$ cat config.mk
export PLATFORM = sky130hd
export DESIGN_NAME = pse_sort_ctrl
export DESIGN_NICKNAME = d
export VERILOG_FILES = /design/src/rtl/pse_sort_ctrl.sv
export SDC_FILE = /design/constraint.sdc
export NUM_CORES = 1
export LEC_CHECK = 0
export CAP_MARGIN = 20
export CORE_ASPECT_RATIO = 0.6
export CORE_MARGIN = 4
export CORE_UTILIZATION = 24
export DETAILED_ROUTE_END_ITERATION = 12
export DONT_BUFFER_PORTS = 1
export SYNTH_ARGS = -nofsm -noshare
export SYNTH_HDL_FRONTEND = slang
export SYNTH_SLANG_ARGS = --single-unit
$ cat constraint.sdc
create_clock -name clk -period 2.5 [get_ports clk]
set_clock_uncertainty 0.1 [all_clocks]
set_input_delay 0.5 -clock clk [delete_from_list [all_inputs] [get_ports clk]]
set_output_delay 0.5 -clock clk [all_outputs]
set_load 0.01 [all_outputs]
$ cat src/rtl/pse_sort_ctrl.sv
// pse_sort_ctrl: loads 3-6 points, bubble-sorts slots 1..N-1 counter-clockwise about slot 0, streams them out.
// Define PSE_EARLY_EXIT_EN to end SORT after the first pass that makes no swap.
module pse_sort_ctrl #(
    parameter int W       = 10,
    parameter int MAX_PTS = 6
) (
    input  logic           clk,
    input  logic           reset,
    input  logic [W-1:0]   Xin,
    input  logic [W-1:0]   Yin,
    input  logic [2:0]     point_num,
    output logic           valid,
    output logic [W-1:0]   Xout,
    output logic [W-1:0]   Yout,
    output logic [W-1:0]   cp_x0,
    output logic [W-1:0]   cp_y0,
    output logic [W-1:0]   cp_x1,
    output logic [W-1:0]   cp_y1,
    output logic [W-1:0]   cp_x2,
    output logic [W-1:0]   cp_y2,
    input  logic [2*W:0]   cp_out
);
    typedef enum logic [1:0] {IDLE, LOAD, SORT, OUT} state_t;
    state_t state, nstate;
    logic [W-1:0] sx [MAX_PTS];
    logic [W-1:0] sy [MAX_PTS];
    logic [W-1:0] hx0, hy0, hx1, hy1, hx2, hy2;
    logic [W-1:0] ox, oy;
    logic [2:0]   n, i, i1, p, nc, nn;
    logic         neg, last_i, sort_done;
`ifdef PSE_EARLY_EXIT_EN
    logic         swp;
`endif
    assign nc     = point_num > 3'(MAX_PTS) ? 3'(MAX_PTS) : point_num;
    assign nn     = nc == 3'd0 ? 3'd1 : nc;
    assign i1     = i + 3'd1;
    assign neg    = $signed(cp_out) < 0;
    assign last_i = i == n - 3'd2;
`ifdef PSE_EARLY_EXIT_EN
    assign sort_done = last_i && (p == n - 3'd3 || !(swp || neg));
`else
    assign sort_done = last_i && p == n - 3'd3;
`endif
    always_ff @(posedge clk) begin
        if (reset)
            state <= IDLE;
        else
            state <= nstate;
    end
    always_comb begin
        nstate = state;
        case (state)
            IDLE:    nstate = nn == 3'd1 ? OUT : LOAD;
            LOAD:    if (i == n - 3'd1) nstate = n >= 3'd3 ? SORT : OUT;
            SORT:    if (sort_done) nstate = OUT;
            OUT:     if (i == n - 3'd1) nstate = IDLE;
            default: nstate = IDLE;
        endcase
    end
    // cp_* follow the live slots during SORT and otherwise hold the last compare
    always_comb begin
        cp_x0 = state == SORT ? sx[0]  : hx0;
        cp_y0 = state == SORT ? sy[0]  : hy0;
        cp_x1 = state == SORT ? sx[i]  : hx1;
        cp_y1 = state == SORT ? sy[i]  : hy1;
        cp_x2 = state == SORT ? sx[i1] : hx2;
        cp_y2 = state == SORT ? sy[i1] : hy2;
        ox    = state == OUT ? sx[i1] : state == IDLE ? Xin : sx[0];
        oy    = state == OUT ? sy[i1] : state == IDLE ? Yin : sy[0];
    end
    always_ff @(posedge clk) begin
        if (reset) begin
            valid <= 1'b0;
            Xout  <= '0;
            Yout  <= '0;
            n     <= '0;
            i     <= '0;
            p     <= '0;
            hx0   <= '0;
            hy0   <= '0;
            hx1   <= '0;
            hy1   <= '0;
            hx2   <= '0;
            hy2   <= '0;
`ifdef PSE_EARLY_EXIT_EN
            swp   <= 1'b0;
`endif
        end else begin
            valid <= nstate == OUT;
            Xout  <= nstate == OUT ? ox : '0;
            Yout  <= nstate == OUT ? oy : '0;
            case (state)
                IDLE: begin
                    sx[0] <= Xin;
                    sy[0] <= Yin;
                    n     <= nn;
                    i     <= nstate == OUT ? 3'd0 : 3'd1;
                end
                LOAD: begin
                    sx[i] <= Xin;
                    sy[i] <= Yin;
                    i     <= nstate == LOAD ? i1 : nstate == SORT ? 3'd1 : 3'd0;
                    p     <= '0;
`ifdef PSE_EARLY_EXIT_EN
                    swp   <= 1'b0;
`endif
                end
                SORT: begin
                    hx0 <= sx[0];
                    hy0 <= sy[0];
                    hx1 <= sx[i];
                    hy1 <= sy[i];
                    hx2 <= sx[i1];
                    hy2 <= sy[i1];
                    if (neg) begin
                        sx[i]  <= sx[i1];
                        sy[i]  <= sy[i1];
                        sx[i1] <= sx[i];
                        sy[i1] <= sy[i];
                    end
                    i <= sort_done ? 3'd0 : last_i ? 3'd1 : i1;
                    p <= last_i ? p + 3'd1 : p;
`ifdef PSE_EARLY_EXIT_EN
                    swp <= !last_i && (swp || neg);
`endif
                end
                OUT:     i <= i1;
                default: i <= '0;
            endcase
        end
    end
endmodule

==> After elaboration in Yosys (flattened, before gate mapping) <==
Memory sizes are Yosys's and may differ from the RTL's. A register that Yosys moved wholly into a read port is not among the register bits.
Cells that the tools add are included.
{ "totals": {"ff_bits": 92, "ramBits": 120, "input_bits": 46, "output_inout_bits": 81, "elab_cells": 91, "memories": 2} }
{ "memory_table": {"columns": ["name", "words", "width", "rd", "rd_clocked_by_memory_dff", "wr", "line", "source"], "rows": [
  ["sx", 6, 10, 3, 1, 2, "25", "logic [W-1:0] sx [MAX_PTS];"],
  ["sy", 6, 10, 3, 1, 2, "26", "logic [W-1:0] sy [MAX_PTS];"]
]} }
{ "classes": {"n_addsub": 5, "n_lt_le_gt_ge": 3, "eq_ne": 11, "n_mux": 46, "n_bitwise": 3, "reduce_logical": 8} }
{ "op_table": {"columns": ["operator", "n"], "rows": [
  ["10-bit 2-to-1 mux", 14],
  ["3-bit 2-to-1 mux", 10],
  ["21-bit by 1-bit < comparator with 1-bit output (second input constant)", 1],
  ["10-bit OR reduction", 2],
  ["1-bit 2-to-1 mux", 15],
  ["3-bit case mux with 4 select lines", 1],
  ["3-bit == test", 3],
  ["2-bit == test (second input constant)", 4],
  ["2-bit 2-to-1 mux", 4],
  ["2-bit case mux with 4 select lines", 1],
  ["3-bit by 1-bit adder with 3-bit output (second input constant)", 2],
  ["3-bit case mux with 2 select lines", 1],
  ["3-bit by 2-bit subtractor with 3-bit output (second input constant)", 2],
  ["2-bit by 1-bit == test with 1-bit output (second input constant)", 2],
  ["3-bit by 1-bit == test with 1-bit output (second input constant)", 1],
  ["3-bit by 2-bit greater-or-equal comparator with 1-bit output (second input constant)", 1],
  ["3-bit > comparator (second input constant)", 1],
  ["3-bit zero test", 1],
  ["3-bit by 1-bit subtractor with 3-bit output (second input constant)", 1],
  ["2-bit zero test", 1],
  ["2-bit != test (second input constant)", 1],
  ["1-bit bitwise OR", 2],
  ["2-bit AND reduction", 1],
  ["2-bit nonzero test", 1],
  ["3 further kinds", 3]
]} }

==> Longest topological paths before layout <==
Gate-level depths: netlist of the first run.
{ "depth": {"depth_word": 12, "depth_mapped": 8} }

==> Worst setup path before layout of the first run <==
OpenSTA, ideal clock, no wires.
{ "synth_path": {"path_type": "register -> register", "startpoint": "reg i[0]", "endpoint": "mem sx[2][0], enable pin", "setup_time_ps": 401, "arrival_time_ps": 2212, "path_slack_ps": -213, "path_stages_with_launch": 6, "n_path_buf": 3, "period_less_slack_ps": 2713, "path_cell_list": "dfxtp_1 > buf_2 > buf_2 > clkbuf_1 > or2_2 > o21bai_1"} }
{ "synth_lines": {"columns": ["element", "line", "source"], "rows": [
  ["start: declaration", "29", "logic [2:0] n, i, i1, p, nc, nn;"],
  ["start signal: assignment", "97", "i <= nstate == OUT ? 3'd0 : 3'd1;"],
  ["start signal: assignment", "102", "i <= nstate == LOAD ? i1 : nstate == SORT ? 3'd1 : 3'd0;"],
  ["start signal: assignment", "121", "i <= sort_done ? 3'd0 : last_i ? 3'd1 : i1;"],
  ["end: declaration", "25", null]
]} }

==> Worst setup path after layout of the first run <==
{ "layout_path": {"startpoint": "reg i[0]", "endpoint": "out cp_x2[7]"} }
{ "layout_via": {"elab_chain_cells": 3} }
{ "layout_rtl": {"columns": ["element", "line", "source"], "rows": [
  ["3-bit by 1-bit adder with 3-bit output", "36", "assign i1 = i + 3'd1;"],
  ["memory read 6 x 10 bit", null, null],
  ["10-bit 2-to-1 mux", null, null],
  ["end: declaration", "19", "output logic [W-1:0] cp_x2,"]
]} }
No other way between the ends.

==> summary.md, run 1 <==
| Metric | Value |
|---|---|
| Multi-input gate area | approximately 6000 µm² |
| Distinct cells, synth | 53 |
| Critical path required time | roughly 1.9 ns |
| Total global routing overflow | 0 |
| Area Growth Syn to Fin | 32.6% |
| Register area | approximately 5500 µm² |
| Fill count | between 4k and 5k |
| RR Startpoint | i[0]$_SDFF_PP0_ |
| Clk pwr share | just over 30% |
| Pre-antenna DRT Iters | 5 |
| Initial Utilization | about 25% |
| Max clock buf depth | 3 |
| Largest net degree at the start of global routing | 42 |
| Place WS | -0.192 ns |
| Crit path from | i[0]$_SDFF_PP0_ |
| GPL Wtd Cong | just over 0.8 |
| Post-Route WL | 37.7 mm |
| FF-to-FF End | sx[5][1]$_DFFE_PP_ |
| Synth Area per Inst | between 10 and 15 µm² |
| Slew Viols, Final | 0 |
| LEAKAGE | around 5.3 nW |
| Die Width | 286 µm |
| CTS tree | yes |
| MaxCap Viol Count | 0 |
| Port Buffers | 0 |
| Sequential share of power | 34.8% |
| Dpl hpwl | 25.0 mm |
| WHS Path Cells | 2 |
| Int Power | 8.23 mW |
| Clock slew at reported path FFs | ~0.060 ns |
| Outcome | complete, but fails checks |
| Commonest cells post-synth | nand2_1, o21ai_0, edfxtp_1, mux2_2, dfxtp_1 |
| Full die area | 50000 µm² |
| Total negative slack | -33.76 ns |
| Final setup viols | between 150 and 200 |
| Register bit total from synthesis | ~210 |
| Comb pwr share | 34.1% |
| Post-layout nets | approximately 1.2k |
| Initial antenna violation count | 1 |
| Remaining DRCs | 0 |
| DR iter-0 viols | roughly 1.1k |
| Number of synthesized flops with an enable pin | 120 |
| Hold EP | n[1]$_SDFFE_PP0N_ |
| HP Start | point_num[1] |
| Crit Path Max Fanout | 15 |
| CP Capture Type | output port |
| FMAX | 313 MHz |
| Top-area cell type share of the netlist area | ~32% |
| I/O pin cnt | between 100 and 150 |
| Mapped cell area | 11100 µm² |
| Num rows | 60 |
| Pwr per Cell Area | about 800 nW/µm² |
| Max-slew headroom | roughly 64% |
| Sequential fraction of the synthesis area | between 40 and 50% |
| Mapped Nets | 1060 |
| Vias | about 9k |
| Fin. Hold Viols | 0 |
| Top FF cell, synth | edfxtp_1 |
| Most frequent cell after synthesis | nand2_1 |
| Vias in the first global route | 8330 |
| Layout cell share with drive strength beyond 1 | between 30% and 40% |
| H-tree depth | 1 |
| Synth async-reset ratio | 0% |
| Path category of the worst min-delay check | in2reg |
| R2r setup slk | -0.27 ns |
| Post-DRT Antenna Nets | 0 |
| Final min period | roughly 3.2 ns |
| Synth top area cells | edfxtp_1, dfxtp_1, mux2_2, mux4_2, nand2_1 |
| Kind of start point of the critical path | flop |
| Clock latency at the later pin of the worst-skew pair | 0.53 ns |
| Root buffer cell | clkbuf_16 |
| Failing checks | negative setup slack |
| Worst slew pin tran | approximately 0.53 ns |
| Syn. warnings | 0 |
| Pwr Total | ~12 mW |
| Number of cells on the worst reg-to-reg path | 9 |
| Fin worst setup slack | -0.693 ns |
| Syn Inst Count | 1008 |
| Period utilization | 128% |
| Routed WL per cell | about 21 µm |
| CTS sink cnt | around 210 |
| Max VDD drop | 0.485 mV |
| First-pass GRT wire length | 55.1 mm |
| Most area-hungry cell type in the Yosys netlist | edfxtp_1 |
| Vias per inst | ~5.0 |
| Chip Height | roughly 170 µm |
| Total CTS buffers | 26 |
| Switching Fraction | 30.5% |
| Crit Path Class | reg2out |
| Net switching power figure | approximately 3.6 mW |
| Unrepaired setup endpoints after global routing | true |
| Gr usage total | approximately 14% |
| CORE AREA | 45300 µm² |
| CP arrival | approximately 2.6 ns |
[how the worst max path moves through the flow]
| stage | to | slack [ns] | depth (start not counted) |
|---|---|---|---|
| floorplan | cp_x2[7] | -0.04 | 6 |
| global placement | sx[5][3]$_DFFE_PP_ | -0.16 | 8 |
| detailed placement | sx[2][4]$_DFFE_PP_ | -0.19 | 8 |
| CTS | cp_x2[7] | -0.71 | 5 |
| global route | cp_x2[7] | -0.75 | 5 |
| finish | cp_x2[7] | -0.69 | 5 |
[cell usage in the layout (no fill, tap or decap), types with 15 or more instances in the layout]
cell and n:
a21boi_0 21, a21oi_1 27, and2_1 45, buf_12 18
buf_4 118, buf_6 22, clkbuf_16 30, dfxtp_1 88
edfxtp_1 120, mux2_2 21, mux2_4 99, mux2i_1 15
mux4_2 40, nand2_1 189, nor4_2 15, o21ai_0 54
o21ai_1 70
[kinds of logic (layout without fill, tap and decap cells)]
logic type               after synthesis  after routing  share of synthesized area [%]
AND/OR/NAND/NOR                      288            288                           11.9
AO/OA/AOI/OAI                        215            215                           11.5
flip-flops                           212            212                           48.9
multiplexers                         180            180                           22.0
buffers and inverters                 93            223                           3.75
XOR/XNOR                              14             14                           1.24
adder cells (fa/ha/maj)                6              6                          0.674
other                                  0              1                              0
[per-layer routing]
metal	share of wire (%)	vias to the layer above	track usage, %
met3	10	67	3.52
met2	43	427	21.6
met1	44	4299	20.4
li1	-	3961	-
met5	0	-	0
met4	2.3	0	3.58
[stage by stage]
step / hold WS [ns] / util [%] / cells / cell area, µm²
detailed placement: 0.349 / 28.4 / 1663 / 12900
finish: 0.0257 / 32.6 / 1759 / 14800
global route: 0.0163 / 32.6 / 1758 / 14800
global placement: 0.343 / 28.4 / 1663 / 12900
floorplan: 0.344 / - / 1008 / 11400
CTS: 0.0113 / 31.2 / 1726 / 14100
[registers in the layout, indices dropped and copies added, names as in the netlist]
name,cells
Xout,10
n,3
valid,1
sy,60
hy0,10
state,2
sx,60
i,3
hx2,10
hy2,10
Yout,10
hy1,10
hx1,10
p,3
hx0,10
[power by group through the flow]
| stage | combinational [mW] | sequential [mW] | clock [mW] |
|---|---|---|---|
| 2_1_floorplan | 2.13 | 4.11 | 0 |
| 3_3_place_gp | 3.16 | 4.18 | 0 |
| 4_1_cts | 3.58 | 4.12 | 3.73 |
| 5_1_grt | 4.27 | 4.14 | 3.90 |
| 3_5_place_dp | 3.22 | 4.18 | 0 |
| 6_report | 4.04 | 4.12 | 3.68 |
[worst max-delay path, cell delays in order, from the launching register on]
cell	delay, ns
dfxtp_4	0.35
ha_4	0.34
buf_12	0.19
mux2_2	0.35
mux4_2	0.51
mux2_4	0.32
[layout make-up]
type	instances	share of cell area, %
tap	620	5.25
clock buffer	37	4.89
inverter	9	0.229
timing repair buffer	166	11.5
clock inverter	11	0.677
multi-input combinational	703	40.5
sequential	212	36.9
antenna	1	0.0169
[timing repair]
item / CTS / global route
hold buffers: 1 / 0
cloned: 3 / 3
endpoints found under the hold margin: 27 / 0
gates resized for setup: 105 / 90
pin swaps: 0 / 3
setup endpoints to repair: 161 / 184
buffers inserted: 11 / 30
No activity file was read; power rests on OpenSTA's default activity.
==> inputs of run 2 (changes only) <==
CTS_CLUSTER_SIZE = 28   (was default)
MAX_ROUTING_LAYER = met4   (was default)
PLACE_DENSITY = 0.47   (was default)
==> run 2 against run 1 <==
Compared with the run above:
- the flow still finishes with violations (negative setup slack)
- sequential share of layout area increased by 1.1 points
- sequential power hardly changed
- die area is the same
- power is 3.1% lower
- global-route usage up 0.97 points
- wire length is 1.0% higher
- register-to-register slack worse by 0.05 ns
- combinational power shrank 7.9%
- worst setup slack worse by 0.031 ns
- first-iteration DRC count decreased by 27%
- critical path type unchanged
- critical endpoint is now cp_y2[8]
==> summary.md, run 2 (same netlist as run 1, synthesis figures left out) <==
| Metric | Value |
|---|---|
| Outcome | complete, but fails checks |
| Failing checks | negative setup slack |
| Fin worst setup slack | -0.725 ns |
| Fin. Hold Viols | 0 |
| Largest registers | sx x60, sy x60 |
| Multi-input gate area | between 5000 and 6000 µm² |
| Max-slew headroom | 54.5% |
| CTS tree | yes |
| Placed Area | 12900 µm² |
| Number of cells on the worst reg-to-reg path | 9 |
| Routed WL per cell | between 20 and 25 µm |
| Inst Count DP | about 1.7k |
| Unrepaired setup endpoints after global routing | true |
| Crit Path Class | reg2out |
| Total negative slack | -41.21 ns |
| Initial Utilization | 24.6% |
| LEAKAGE | ~5.1 nW |
| Num rows | 60 |
| GPL Wtd Cong | around 0.79 |
| Kind of start point of the critical path | flop |
| Dpl hpwl | 26.1 mm |
| Max clock buf depth | 3 |
| Chip Height | ~170 µm |
| Pwr Total | between 10 and 15 mW |
| Worst slew pin tran | between 0.6 and 0.7 ns |
| Vias per inst | 4.87 |
| CP max stage delay | 0.55 ns |
| Root buffer cell | clkbuf_16 |
| HP Start | point_num[0] |
| Max VDD drop | approximately 0.41 mV |
| Crit Path Max Fanout | 9 |
| FMAX | a little over 300 MHz |
| Register area | around 5500 µm² |
| First-pass GRT wire length | ~56 mm |
| Vias | roughly 8.5k |
| Remaining DRCs | 0 |
| MaxCap Viol Count | 0 |
| CORE AREA | between 40000 and 50000 µm² |
| Pwr per Cell Area | ~800 nW/µm² |
| CP max-delay cell | mux4_2 |
| CP top delay family | multiplexers |
| Period utilization | 129% |
| CP Capture Type | output port |
| WHS Path Cells | 2 |
| CTS sink cnt | approximately 210 |
| Critical path required time | roughly 1.9 ns |
| CP arrival | around 2.6 ns |
| Pre-antenna DRT Iters | 5 |
| I/O pin cnt | approximately 130 |
| Total global routing overflow | 0 |
| Hold Worst Slack | approximately 0.043 ns |
| Final setup viols | between 150 and 200 |
| Post-layout nets | about 1.2k |
| Port Buffers | 0 |
| RR Startpoint | i[0]$_SDFF_PP0_ |
| Clock slew at reported path FFs | roughly 0.060 ns |
| Total CTS buffers | 25 |
| Hold EP | n[0]$_SDFFE_PP0N_ |
| Path category of the worst min-delay check | in2reg |
| H-tree depth | 1 |
| Die Width | 286 µm |
| Gr usage total | 15.2% |
| Fill count | 4610 |
| Cell Chain, Critical Path | ha_4 -> buf_12 -> mux2_2 -> mux4_2 -> mux2_4 |
| Post-Route WL | 38.1 mm |
| Vias in the first global route | 8081 |
| Area Growth Syn to Fin | 28.9% |
| Layout cell share with drive strength beyond 1 | 35.6% |
| R2r setup slk | -0.32 ns |
| Clock latency at the later pin of the worst-skew pair | between 0.5 and 0.6 ns |
| Buf/Inv on CP | 1 |
| Slew Viols, Final | 0 |
| DR iter-0 viols | just under 800 |
| Largest net degree at the start of global routing | between 40 and 50 |
| Full die area | about 50000 µm² |
| Initial antenna violation count | 0 |
| Post-DRT Antenna Nets | 0 |
| Final core occ | roughly a third |
| Final min period | about 3.2 ns |
| Design Area, Final | approximately 14000 µm² |
| Most frequent cells in the layout | nand2_1, edfxtp_1, buf_4 |
| FF-to-FF End | sx[1][0]$_DFFE_PP_ |
| Commonest non-fill, non-tap cell in the layout | nand2_1 |
| Post-route insts no fill | ~1.7k |
| # diodes | 0 |
| Place WS | -0.257 ns |
run 2: where the power goes:
part,switching (mW),leakage (nW),total (mW),internal [mW]
clock network,1.55,0.415,3.66,2.10
registers,0.151,1.84,4.10,3.95
logic,1.87,2.83,3.72,1.85
total,3.57,5.09,11.5,7.90
run 2: what timing repair did:
| item | CTS | global route |
|---|---|---|
| hold buffers | 3 | 0 |
| setup endpoints to repair | 181 | 195 |
| pin swaps | 1 | 2 |
| endpoints found under the hold margin | 27 | 0 |
| setup buffers | 14 | 8 |
| resized for setup | 74 | 22 |
| gates cloned | 2 | 1 |
run 2: worst reg2reg max path, cell delays in order (launching register included):
cell and delay (ns):
dfxtp_4 0.35, ha_4 0.35, clkbuf_16 0.21, mux2_4 0.30, mux4_2 0.54, buf_4 0.17, buf_6 0.12, mux2i_4 0.18
buf_6 0.16, o21ai_1 0.07
run 2: metal layers:
metal / up-vias / track usage, % / share of wire, %
met2: 253 / 22.1 / 43
met4: 0 / 2.63 / 1.9
met5: - / - / 0
met1: 4262 / 21.9 / 49
li1: 3933 / - / -
met3: 45 / 3.47 / 6.6
run 2: worst max path at each step:
stage / from / endpoint / slack, ns / depth (start not counted)
2_1_floorplan: i[0]$_SDFF_PP0_ / cp_x2[7] / -0.04 / 6
3_3_place_gp: i[0]$_SDFF_PP0_ / sy[5][6]$_DFFE_PP_ / -0.28 / 8
3_5_place_dp: i[0]$_SDFF_PP0_ / sy[1][6]$_DFFE_PP_ / -0.26 / 8
4_1_cts: i[0]$_SDFF_PP0_ / cp_y2[7] / -0.74 / 5
5_1_grt: i[1]$_SDFF_PP0_ / cp_x2[0] / -0.76 / 5
6_report: i[0]$_SDFF_PP0_ / cp_y2[8] / -0.72 / 5
run 2: layout make-up:
cell class,count,area share (%)
Timing Repair Buffer,153,10.4
Clock inverter,16,0.862
Tap cell,620,5.40
Multi-Input combinational cell,703,40.3
Sequential cell,212,38.0
Clock buffer,30,4.84
Inverter,9,0.235
==> inputs of run 3 (changes only) <==
CORE_UTILIZATION = 51   (was 24)
DONT_BUFFER_PORTS = default   (was 1)
PLACE_DENSITY = 0.85   (was 0.47)
==> run 3 against run 2 <==
Compared with the run above:
- combinational power up 44%
- sequential cell count unchanged
- the flow still finishes with violations (negative setup slack)
- wire length up 28%
- largest power group is now combinational logic
- worst setup slack worse by 0.20 ns
- critical endpoint is now cp_x2[0]
- critical path type unchanged
- die area down 51%
- highest routed layer unchanged
==> summary.md, run 3 (same netlist as run 1, synthesis figures left out) <==
| Metric | Value |
|---|---|
| Gr usage total | a little under two fifths |
| Clock latency at the later pin of the worst-skew pair | about 0.52 ns |
| Final core occ | between 70% and 80% |
| Most frequent cells in the layout | nand2_1, buf_4, edfxtp_1 |
| Crit path from | i[0]$_SDFF_PP0_ |
| Total global routing overflow | 0 |
| Post-layout nets | 1348 |
| CORE AREA | between 20000 and 25000 µm² |
| I/O pin cnt | 127 |
| Commonest non-fill, non-tap cell in the layout | nand2_1 |
| Hold Worst Slack | between 0.3 and 0.4 ns |
| Critical path required time | around 1.9 ns |
| Final setup viols | roughly 280 |
| Pwr per Cell Area | about 800 nW/µm² |
| Max VDD drop | 0.464 mV |
| Hold buffers post-CTS | 0 |
| Chip Height | around 120 µm |
| FF-to-FF End | sy[2][7]$_DFFE_PP_ |
| Die Width | about 200 µm |
| Largest net degree at the start of global routing | 31 |
| Crit Path Class | reg2out |
| Max clock buf depth | 3 |
| Full die area | roughly 24000 µm² |
| Routed WL per cell | 30.6 µm |
| Total CTS buffers | 21 |
| Initial Utilization | roughly 52% |
| LEAKAGE | 6.33 nW |
| Pre-antenna DRT Iters | 8 |
| Place WS | -0.603 ns |
| Vias in the first global route | roughly 11k |
| Kind of start point of the critical path | flop |
| Vias | about 11k |
| Inst Count DP | roughly 1.5k |
| Path category of the worst min-delay check | reg2reg |
| Pwr Total | 12.9 mW |
| CP max stage delay | roughly 0.54 ns |
| CP arrival | around 2.8 ns |
| Period utilization | 137% |
| CP Capture Type | output port |
| First-pass GRT wire length | ~67 mm |
| Fill count | 1143 |
| RR Startpoint | i[0]$_SDFF_PP0_ |
| Post-DRT Antenna Nets | 0 |
| FMAX | between 200 and 300 MHz |
| Area Growth Syn to Fin | 44.9% |
| H-tree depth | 1 |
| CTS tree | yes |
| Max-slew headroom | 16.7% |
| Cell Chain, Critical Path | ha_4 -> buf_12 -> buf_6 -> mux2_4 -> mux4_2 -> mux2_4 -> buf_6 |
| Unrepaired setup endpoints after global routing | true |
| Port Buffers | around 110 |
| Root buffer cell | clkbuf_16 |
| Fin. Hold Viols | 0 |
| Clock slew at reported path FFs | 0.08 ns |
| GPL Wtd Cong | 0.948 |
| Worst slew pin tran | between 1 and 1.5 ns |
| Layout cell share with drive strength beyond 1 | a little over two fifths |
| Final min period | between 3 and 4 ns |
| Post-Route WL | about 49 mm |
| Slew Viols, Final | 0 |
| DR iter-0 viols | 2349 |
| R2r setup slk | -0.75 ns |
| Crit Path Max Fanout | 6 |
| CTS sink cnt | 212 |
| Outcome | complete, but fails checks |
| Largest registers | sx x60, sy x60 |
| Num rows | a little over 40 |
| CP max-delay cell | mux4_2 |
| Initial antenna violation count | 4 |
| Remaining DRCs | 0 |
| Fin worst setup slack | -0.921 ns |
| Number of cells on the worst reg-to-reg path | 9 |
| CP Capture Point | cp_x2[0] |
| Post-route insts no fill | around 1.6k |
| Dpl hpwl | 24.8 mm |
| Vias per inst | 7.12 |
| Failing checks | negative setup slack |
| MaxCap Viol Count | 0 |
==> run 3: cell types whose count changed in the layout (fill, tap and decap cells not counted), moves of 39 or more <==
cell | before | now
mux2_4 | 61 | 101
clkdlybuf4s50_1 | 0 | 46
mux2_2 | 59 | 19
buf_4 | 113 | 164
buf_6 | 19 | 83
o21ai_0 | 92 | 53
==> run 3: through the flow <==
stage               setup TNS (ns)  cell area [µm²]
floorplan                   -0.391            11400
global route                -88.23            16100
detailed placement          -43.28            13900
CTS                         -51.07            15700
finish                      -86.04            16100
global placement            -32.37            13900
==> run 3: routing by layer <==
metal,up-vias,wire length (µm),GRT usage (%)
li1,4322,-,-
met1,5230,16600,48.4
met2,1351,19600,53.4
met3,444,8570,12.3
met4,0,3940,16.0
met5,-,0,-
==> run 3: final cells by class <==
class                           count  area, µm²  area share [%]
Multi-Input combinational cell    703       6050            37.5
Sequential cell                   212       5450            33.8
Timing Repair Buffer              349       3540            21.9
Clock buffer                       30        621            3.84
Tap cell                          279        349            2.16
Clock inverter                      7       85.1           0.527
Inverter                            9       33.8           0.209
Antenna cell                        4       10.0          0.0620
==> run 3: what timing repair did <==
item / 4_1_cts / 5_1_grt
resized for setup: 392 / 97
setup endpoints to repair: 186 / 312
pin swaps: 6 / 19
cloned: 7 / 0
buffers inserted: 59 / 36
==> run 3: worst min path at each step <==
| stage | depth (start not counted) | end | start | slack (ns) |
|---|---|---|---|---|
| after global routing | 2 | hx0[3]$_SDFF_PP0_ | hx0[3]$_SDFF_PP0_ | 0.39 |
| final | 2 | hy0[9]$_SDFF_PP0_ | hy0[9]$_SDFF_PP0_ | 0.37 |
| after detailed placement | 2 | hx0[3]$_SDFF_PP0_ | hx0[3]$_SDFF_PP0_ | 0.36 |
| after global placement | 2 | hx0[0]$_SDFF_PP0_ | hx0[0]$_SDFF_PP0_ | 0.35 |
| after floorplan | 2 | hx0[0]$_SDFF_PP0_ | hx0[0]$_SDFF_PP0_ | 0.34 |
| after CTS | 2 | hx0[3]$_SDFF_PP0_ | hx0[3]$_SDFF_PP0_ | 0.37 |
==> run 3: critical path: cells and delay by family (launching register included) <==
family / cells / cell delay (ns)
flip-flops: 1 / 0.37
buffers and inverters: 3 / 0.40
multiplexers: 3 / 1.15
adder cells (fa/ha/maj): 1 / 0.39
==> run 3: power breakdown <==
part	internal (mW)	total, mW	switching, mW
sequential	3.95	4.10	0.156
clock	1.94	3.43	1.49
combinational	2.80	5.34	2.54
total	8.69	12.9	4.18
